**config.mk**
```make
export PLATFORM = sky130hd
export DESIGN_NAME = d2_5enc_tx
export DESIGN_NICKNAME = d
export VERILOG_FILES = /design/src/rtl/d2_5enc_tx.sv
export SDC_FILE = /design/constraint.sdc
export NUM_CORES = 1
export LEC_CHECK = 0
export CAP_MARGIN = 10
export CORE_ASPECT_RATIO = 1.1
export CORE_MARGIN = 2
export CORE_UTILIZATION = 47
export CTS_CLUSTER_SIZE = 24
export DETAILED_ROUTE_END_ITERATION = 16
export GPL_ROUTABILITY_DRIVEN = 1
export PLACE_DENSITY_LB_ADDON = 0.1
export SYNTH_ARGS = -nofsm -noshare
export SYNTH_HDL_FRONTEND = slang
export SYNTH_SLANG_ARGS = --single-unit
```
**constraint.sdc**
```tcl
create_clock -name clk -period 3.7 [get_ports clk]
set_input_delay 0.74 -clock clk [delete_from_list [all_inputs] [get_ports clk]]
set_output_delay 0.74 -clock clk [all_outputs]
set_load 0.01 [all_outputs]
```
**src/rtl/d2_5enc_tx.sv**
```systemverilog
// Serial 2-of-5 encoder/transmitter: BCD digits in over valid/ready, 2-of-5
// codewords out MSB-first on one serial line with a first-bit marker.
module d2_5enc_tx #(
  parameter int unsigned CLKS_PER_BIT = 1
) (
  input  logic       clk,
  input  logic       rst_n,
  input  logic [3:0] din,
  input  logic       din_valid,
  output logic       din_ready,
  output logic       sout,
  output logic       sout_valid,
  output logic       sout_first,
  output logic       err,
  output logic [7:0] err_cnt,
  output logic       dbg_state
);

  // Handshake: a digit transfers on a rising edge where din_valid & din_ready.
  // din_ready is low exactly while the holding register is full.

  typedef enum logic {IDLE, SHIFT} state_t;

  localparam logic [7:0] PER_LAST = 8'(CLKS_PER_BIT - 1);

  state_t     state_q, state_d;
  logic [4:0] hold_q, hold_d;
  logic       hold_full_q, hold_full_d;
  logic [4:0] shift_q, shift_d;
  logic [2:0] bit_q, bit_d;
  logic [7:0] per_q, per_d;
  logic       din_ready_q, din_ready_d;
  logic       sout_q, sout_d;
  logic       sout_valid_q, sout_valid_d;
  logic       sout_first_q, sout_first_d;
  logic       err_q, err_d;
  logic [7:0] err_cnt_q, err_cnt_d;
  logic       accept, digit_ok, load;

  function automatic logic [4:0] enc(input logic [3:0] d);
    case (d)
      4'd0:    enc = 5'b01100;
      4'd1:    enc = 5'b11000;
      4'd2:    enc = 5'b10100;
      4'd3:    enc = 5'b10010;
      4'd4:    enc = 5'b01010;
      4'd5:    enc = 5'b00110;
      4'd6:    enc = 5'b10001;
      4'd7:    enc = 5'b01001;
      4'd8:    enc = 5'b00101;
      4'd9:    enc = 5'b00011;
      default: enc = 5'b00000;
    endcase
  endfunction

  always_comb begin
    state_d     = state_q;
    hold_d      = hold_q;
    hold_full_d = hold_full_q;
    shift_d     = shift_q;
    bit_d       = bit_q;
    per_d       = per_q;
    load        = 1'b0;
    accept      = din_valid & ~hold_full_q;
    digit_ok    = (din <= 4'd9);

    if (accept && digit_ok) begin
      hold_d      = enc(din);
      hold_full_d = 1'b1;
    end

    case (state_q)
      IDLE: begin
        if (hold_full_q) load = 1'b1;
      end
      SHIFT: begin
        if (per_q == PER_LAST) begin
          per_d = 8'd0;
          if (bit_q == 3'd4) begin
            if (hold_full_q) load = 1'b1;
            else             state_d = IDLE;
          end else begin
            shift_d = {shift_q[3:0], 1'b0};
            bit_d   = bit_q + 3'd1;
          end
        end else begin
          per_d = per_q + 8'd1;
        end
      end
      default: state_d = IDLE;
    endcase

    // Load and accept are mutually exclusive: one needs hold_full, the other its absence.
    if (load) begin
      shift_d     = hold_q;
      bit_d       = 3'd0;
      per_d       = 8'd0;
      hold_full_d = 1'b0;
      state_d     = SHIFT;
    end

    err_d     = accept & ~digit_ok;
    err_cnt_d = (err_d && err_cnt_q != 8'd255) ? err_cnt_q + 8'd1 : err_cnt_q;

    din_ready_d  = ~hold_full_d;
    sout_valid_d = (state_d == SHIFT);
    sout_d       = (state_d == SHIFT) & shift_d[4];
    sout_first_d = (state_d == SHIFT) && (bit_d == 3'd0);
  end

  always_ff @(posedge clk or negedge rst_n) begin
    if (!rst_n) begin
      state_q      <= IDLE;
      hold_q       <= 5'd0;
      hold_full_q  <= 1'b0;
      shift_q      <= 5'd0;
      bit_q        <= 3'd0;
      per_q        <= 8'd0;
      din_ready_q  <= 1'b1;
      sout_q       <= 1'b0;
      sout_valid_q <= 1'b0;
      sout_first_q <= 1'b0;
      err_q        <= 1'b0;
      err_cnt_q    <= 8'd0;
    end else begin
      state_q      <= state_d;
      hold_q       <= hold_d;
      hold_full_q  <= hold_full_d;
      shift_q      <= shift_d;
      bit_q        <= bit_d;
      per_q        <= per_d;
      din_ready_q  <= din_ready_d;
      sout_q       <= sout_d;
      sout_valid_q <= sout_valid_d;
      sout_first_q <= sout_first_d;
      err_q        <= err_d;
      err_cnt_q    <= err_cnt_d;
    end
  end

  assign din_ready  = din_ready_q;
  assign sout       = sout_q;
  assign sout_valid = sout_valid_q;
  assign sout_first = sout_first_q;
  assign err        = err_q;
  assign err_cnt    = err_cnt_q;
  assign dbg_state  = (state_q == SHIFT);

endmodule

```
==> flow_summary_export.csv <==
group,metric,value,unit
cells_and_area,fillers,325,
synth,synthDistinctLibCells,43,
synth,syn-num-nets,199,
timing,fin_ws,1.110,ns
worst_setup_path,crit_family,"buffers and inverters",
worst_setup_path,critPathLaunchType,"primary input",
min_path,hold_depth,1,
timing,final.setup.tns,0,ns
clock_tree,cts_hold_repair.buffers,0,
floorplan,die-width,63.81,um
clock_tree,cts_buffer_depth,2,
clock_tree,clk_latency,0.28,ns
worst_setup_path,reg2reg_slack,1.70,ns
floorplan,start_util,0.4981,
routing,drtPass1Iterations,4,
worst_setup_path,critical-path-max-stage-delay,0.52,ns
synth,async_reset_ff_frac,1.000,
floorplan,io_pins,21,
timing,slew_viol_final,0,
clock_tree,clk_pin_slew,0.07,ns
timing,period_share,0.6999,
place,dp_hpwl,2.470,mm
place,gp_congestion,0.7270,
synth,synth_edf_count,0,
synth,postSynthRegisterBits,35,
min_path,hold_path_class,"flop to flop",
synth,yosysTopAreaCellShare,0.4601,
cells_and_area,drive_above_1_share,0.09223,
synth,synth_top_area_cell,"dfrtp_1",
worst_setup_path,crit_path_top_delay_cell,"clkdlybuf4s50_1",
worst_setup_path,crit_chain,"clkdlybuf4s50_1 > inv_1 > ha_1 > o21bai_1 > nand4_1 > nor2_1 > mux2_2",
job,cap_violations,0,
synth,synthCells,183,
timing,post-route-min-period,2.590,ns
worst_setup_path,critPathArrivalTime,2.76,ns
global_routing,grt_pass1_wl,6.161,mm
worst_setup_path,critPathMaxFanout,8,
worst_setup_path,ff2ff_path_depth,6,
floorplan,die-area,4453,sq um
clock_tree,cts-root-buf,"clkbuf_8",
floorplan,std_cell_rows,23,
worst_setup_path,cp-end-kind,"flop",
cells_and_area,diodes,0,
floorplan,core_area,3712,sq um
routing,drcViolationCount,0,
routing,routed_via_density,5.367,
routing,dr.first_iter.drc_count,80,
pwr,leakage,0.9772,nW
place,place_inst,248,
clock_tree,clkSinkCount,35,
global_routing,grt_max_degree,36,
timing,worstMarginPinSlew,0.4883,ns
status,status,"finished, final reports clean",
timing,clock_skew,0.005275,ns
routing,vias,1374,
routing,post_drt_wl_per_cell,13.37,um
global_routing,grt.total_usage,0.1757,
synth,synth_seq_area_share,0.4743,
timing,rsz0062_at_grt,"no",
synth,avgSynthCellArea,10.11,sq um
clock_tree,htreeDepth,2,
clock_tree,cts_setup_buffers,0,
place,pre_cts_ws,0.8503,ns
pwr,ir_drop,0.0003306,V
synth,ys.flop_type,"dfrtp_1",
routing,routed_wl,3.423,mm
synth,yosys_warnings,0,
synth,synth_area,1849,sq um
routing,ant_nets,0,
global_routing,antenna_found_initial,0,
cells_and_area,final_nets,221,
worst_setup_path,crit_end,"err_cnt[1]$_DFFE_PN0P_",
worst_setup_path,rr_endpoint,"shift_q[2]$_DFFE_PN0P_",
worst_setup_path,path_buf_inv,2,
floorplan,die_h,69.79,um
clock_tree,cts_tree,"done",
pwr,powerDensity,648.4,nW/um^2
clock_tree,cts_buffers,5,
cells_and_area,syn_to_final_growth,17.25,%
worst_setup_path,cp-startpoint,"din[1]",
timing,hold_viol,0,
timing,slew-limit-headroom,0.6723,
place,io_buffers,20,
synth,ys_top_cells_by_area,"dfrtp_1 (46%), ha_1 (6.1%), nor2_1 (4.9%)",
global_routing,grt_pass1_vias,1407,
worst_setup_path,critical_path_class,"primary input to flop",
timing,setup_viol,0,
global_routing,overflow,0,
worst_setup_path,r2r-start,"per_q[0]$_DFFE_PN0P_",
cells_and_area,layout.cells.non_filler,256,
worst_setup_path,critPathRequiredTime,3.87,ns
timing,fmax,386.1,MHz
worst_setup_path,cp.depth,7,
clock_tree,cts_resized,0,
cells by family after synthesis:
group,after synthesis,synth area share
buffers and inverters,23,0.05413
multiplexers,8,0.04466
flip-flops,35,0.4743
adder cells (fa/ha/maj),9,0.06089
AO/OA/AOI/OAI,32,0.1258
XOR/XNOR,14,0.06631
AND/OR/NAND/NOR,62,0.1739
stage by stage:
stage               utilization  power (mW)  area [sq um]  hold slack, ns
floorplan                     -      0.9742          1849          0.4444
global placement         0.5622       1.129          2087          0.4855
detailed placement       0.5622       1.151          2087          0.4993
CTS                      0.5841       1.423          2168          0.5157
global route             0.5841       1.504          2168          0.5451
finish                   0.5841       1.406          2168          0.5099
cells in the mapped netlist (2+ instances only):
master,n
nor4_1,3
o2111ai_1,2
xnor2_1,5
o21ai_0,5
nor3_1,4
xor2_1,9
a31oi_1,2
nand4_1,3
dfrtp_1,34
a21oi_1,6
nand3_1,7
clkbuf_1,3
nor2_1,24
buf_2,2
mux2_2,2
o21ai_1,2
a221o_1,3
o21bai_1,2
ha_1,9
o211ai_1,2
nand2_1,11
inv_1,16
mux2i_1,6
a211oi_1,2
final cells by class:
type / instances / area [sq um] / share of cell area
sequential: 35 / 877.1 / 0.4045
clock inverter: 1 / 5.005 / 0.002308
multi-input combinational: 125 / 872.1 / 0.4022
clock buffer: 7 / 76.32 / 0.03520
tap: 50 / 62.56 / 0.02885
timing repair buffer: 22 / 215.2 / 0.09925
inverter: 16 / 60.06 / 0.02770
state kept, by name (all words and copies together) (netlist names):
| signal | count |
|---|---|
| sout | 1 |
| err | 1 |
| err_cnt | 8 |
| sout_valid | 1 |
| hold_full_q | 1 |
| sout_first | 1 |
| din_ready | 1 |
| bit_q | 3 |
| hold_q | 5 |
| per_q | 8 |
| shift_q | 5 |
cell usage in the layout (no fill, tap or decap), types with 2 or more instances in the layout:
cell type,count
a211oi_1,2
a21oi_1,6
a221o_1,3
a31oi_1,2
buf_4,2
clkbuf_1,2
clkbuf_8,5
clkdlybuf4s50_1,20
dfrtp_1,34
ha_1,9
inv_1,16
mux2_2,2
mux2i_1,6
nand2_1,11
nand3_1,7
nand4_1,3
nor2_1,24
nor3_1,4
nor4_1,3
o2111ai_1,2
o211ai_1,2
o21ai_0,5
o21ai_1,2
o21bai_1,2
xnor2_1,5
xor2_1,9
worst register-to-register path: stages, from the launching register on:
cell,delay (ns)
dfrtp_1,0.42
inv_1,0.08
ha_1,0.14
nor3b_2,0.41
nand4_2,0.29
a21boi_4,0.24
a221o_1,0.31
how the worst min path moves through the flow:
stage | start | end | slack, ns
2_1_floorplan | rst_n | bit_q[0]$_DFF_PN0_ | 0.44
3_3_place_gp | err_cnt[7]$_DFFE_PN0P_ | err_cnt[7]$_DFFE_PN0P_ | 0.49
3_5_place_dp | hold_q[2]$_DFFE_PN0P_ | hold_q[2]$_DFFE_PN0P_ | 0.50
4_1_cts | hold_q[2]$_DFFE_PN0P_ | hold_q[2]$_DFFE_PN0P_ | 0.52
5_1_grt | hold_q[2]$_DFFE_PN0P_ | hold_q[2]$_DFFE_PN0P_ | 0.55
6_report | hold_q[2]$_DFFE_PN0P_ | hold_q[2]$_DFFE_PN0P_ | 0.51
layer usage:
layer | GRT usage | vias up | routed length [um]
li1 | - | 676 | -
met1 | 0.2038 | 661 | 1431
met2 | 0.2917 | 32 | 1755
met3 | 0.04870 | 5 | 167
met4 | 0.09179 | 0 | 68
met5 | 0 | - | 0
power breakdown:
group	switching, mW	leakage [nW]	internal [mW]	total (mW)
clock network	0.132	0.0422	0.132	0.264
registers	0.111	0.452	0.496	0.607
logic	0.263	0.483	0.272	0.535
total	0.506	0.977	0.900	1.41
Power figures use the tool's default switching activity.
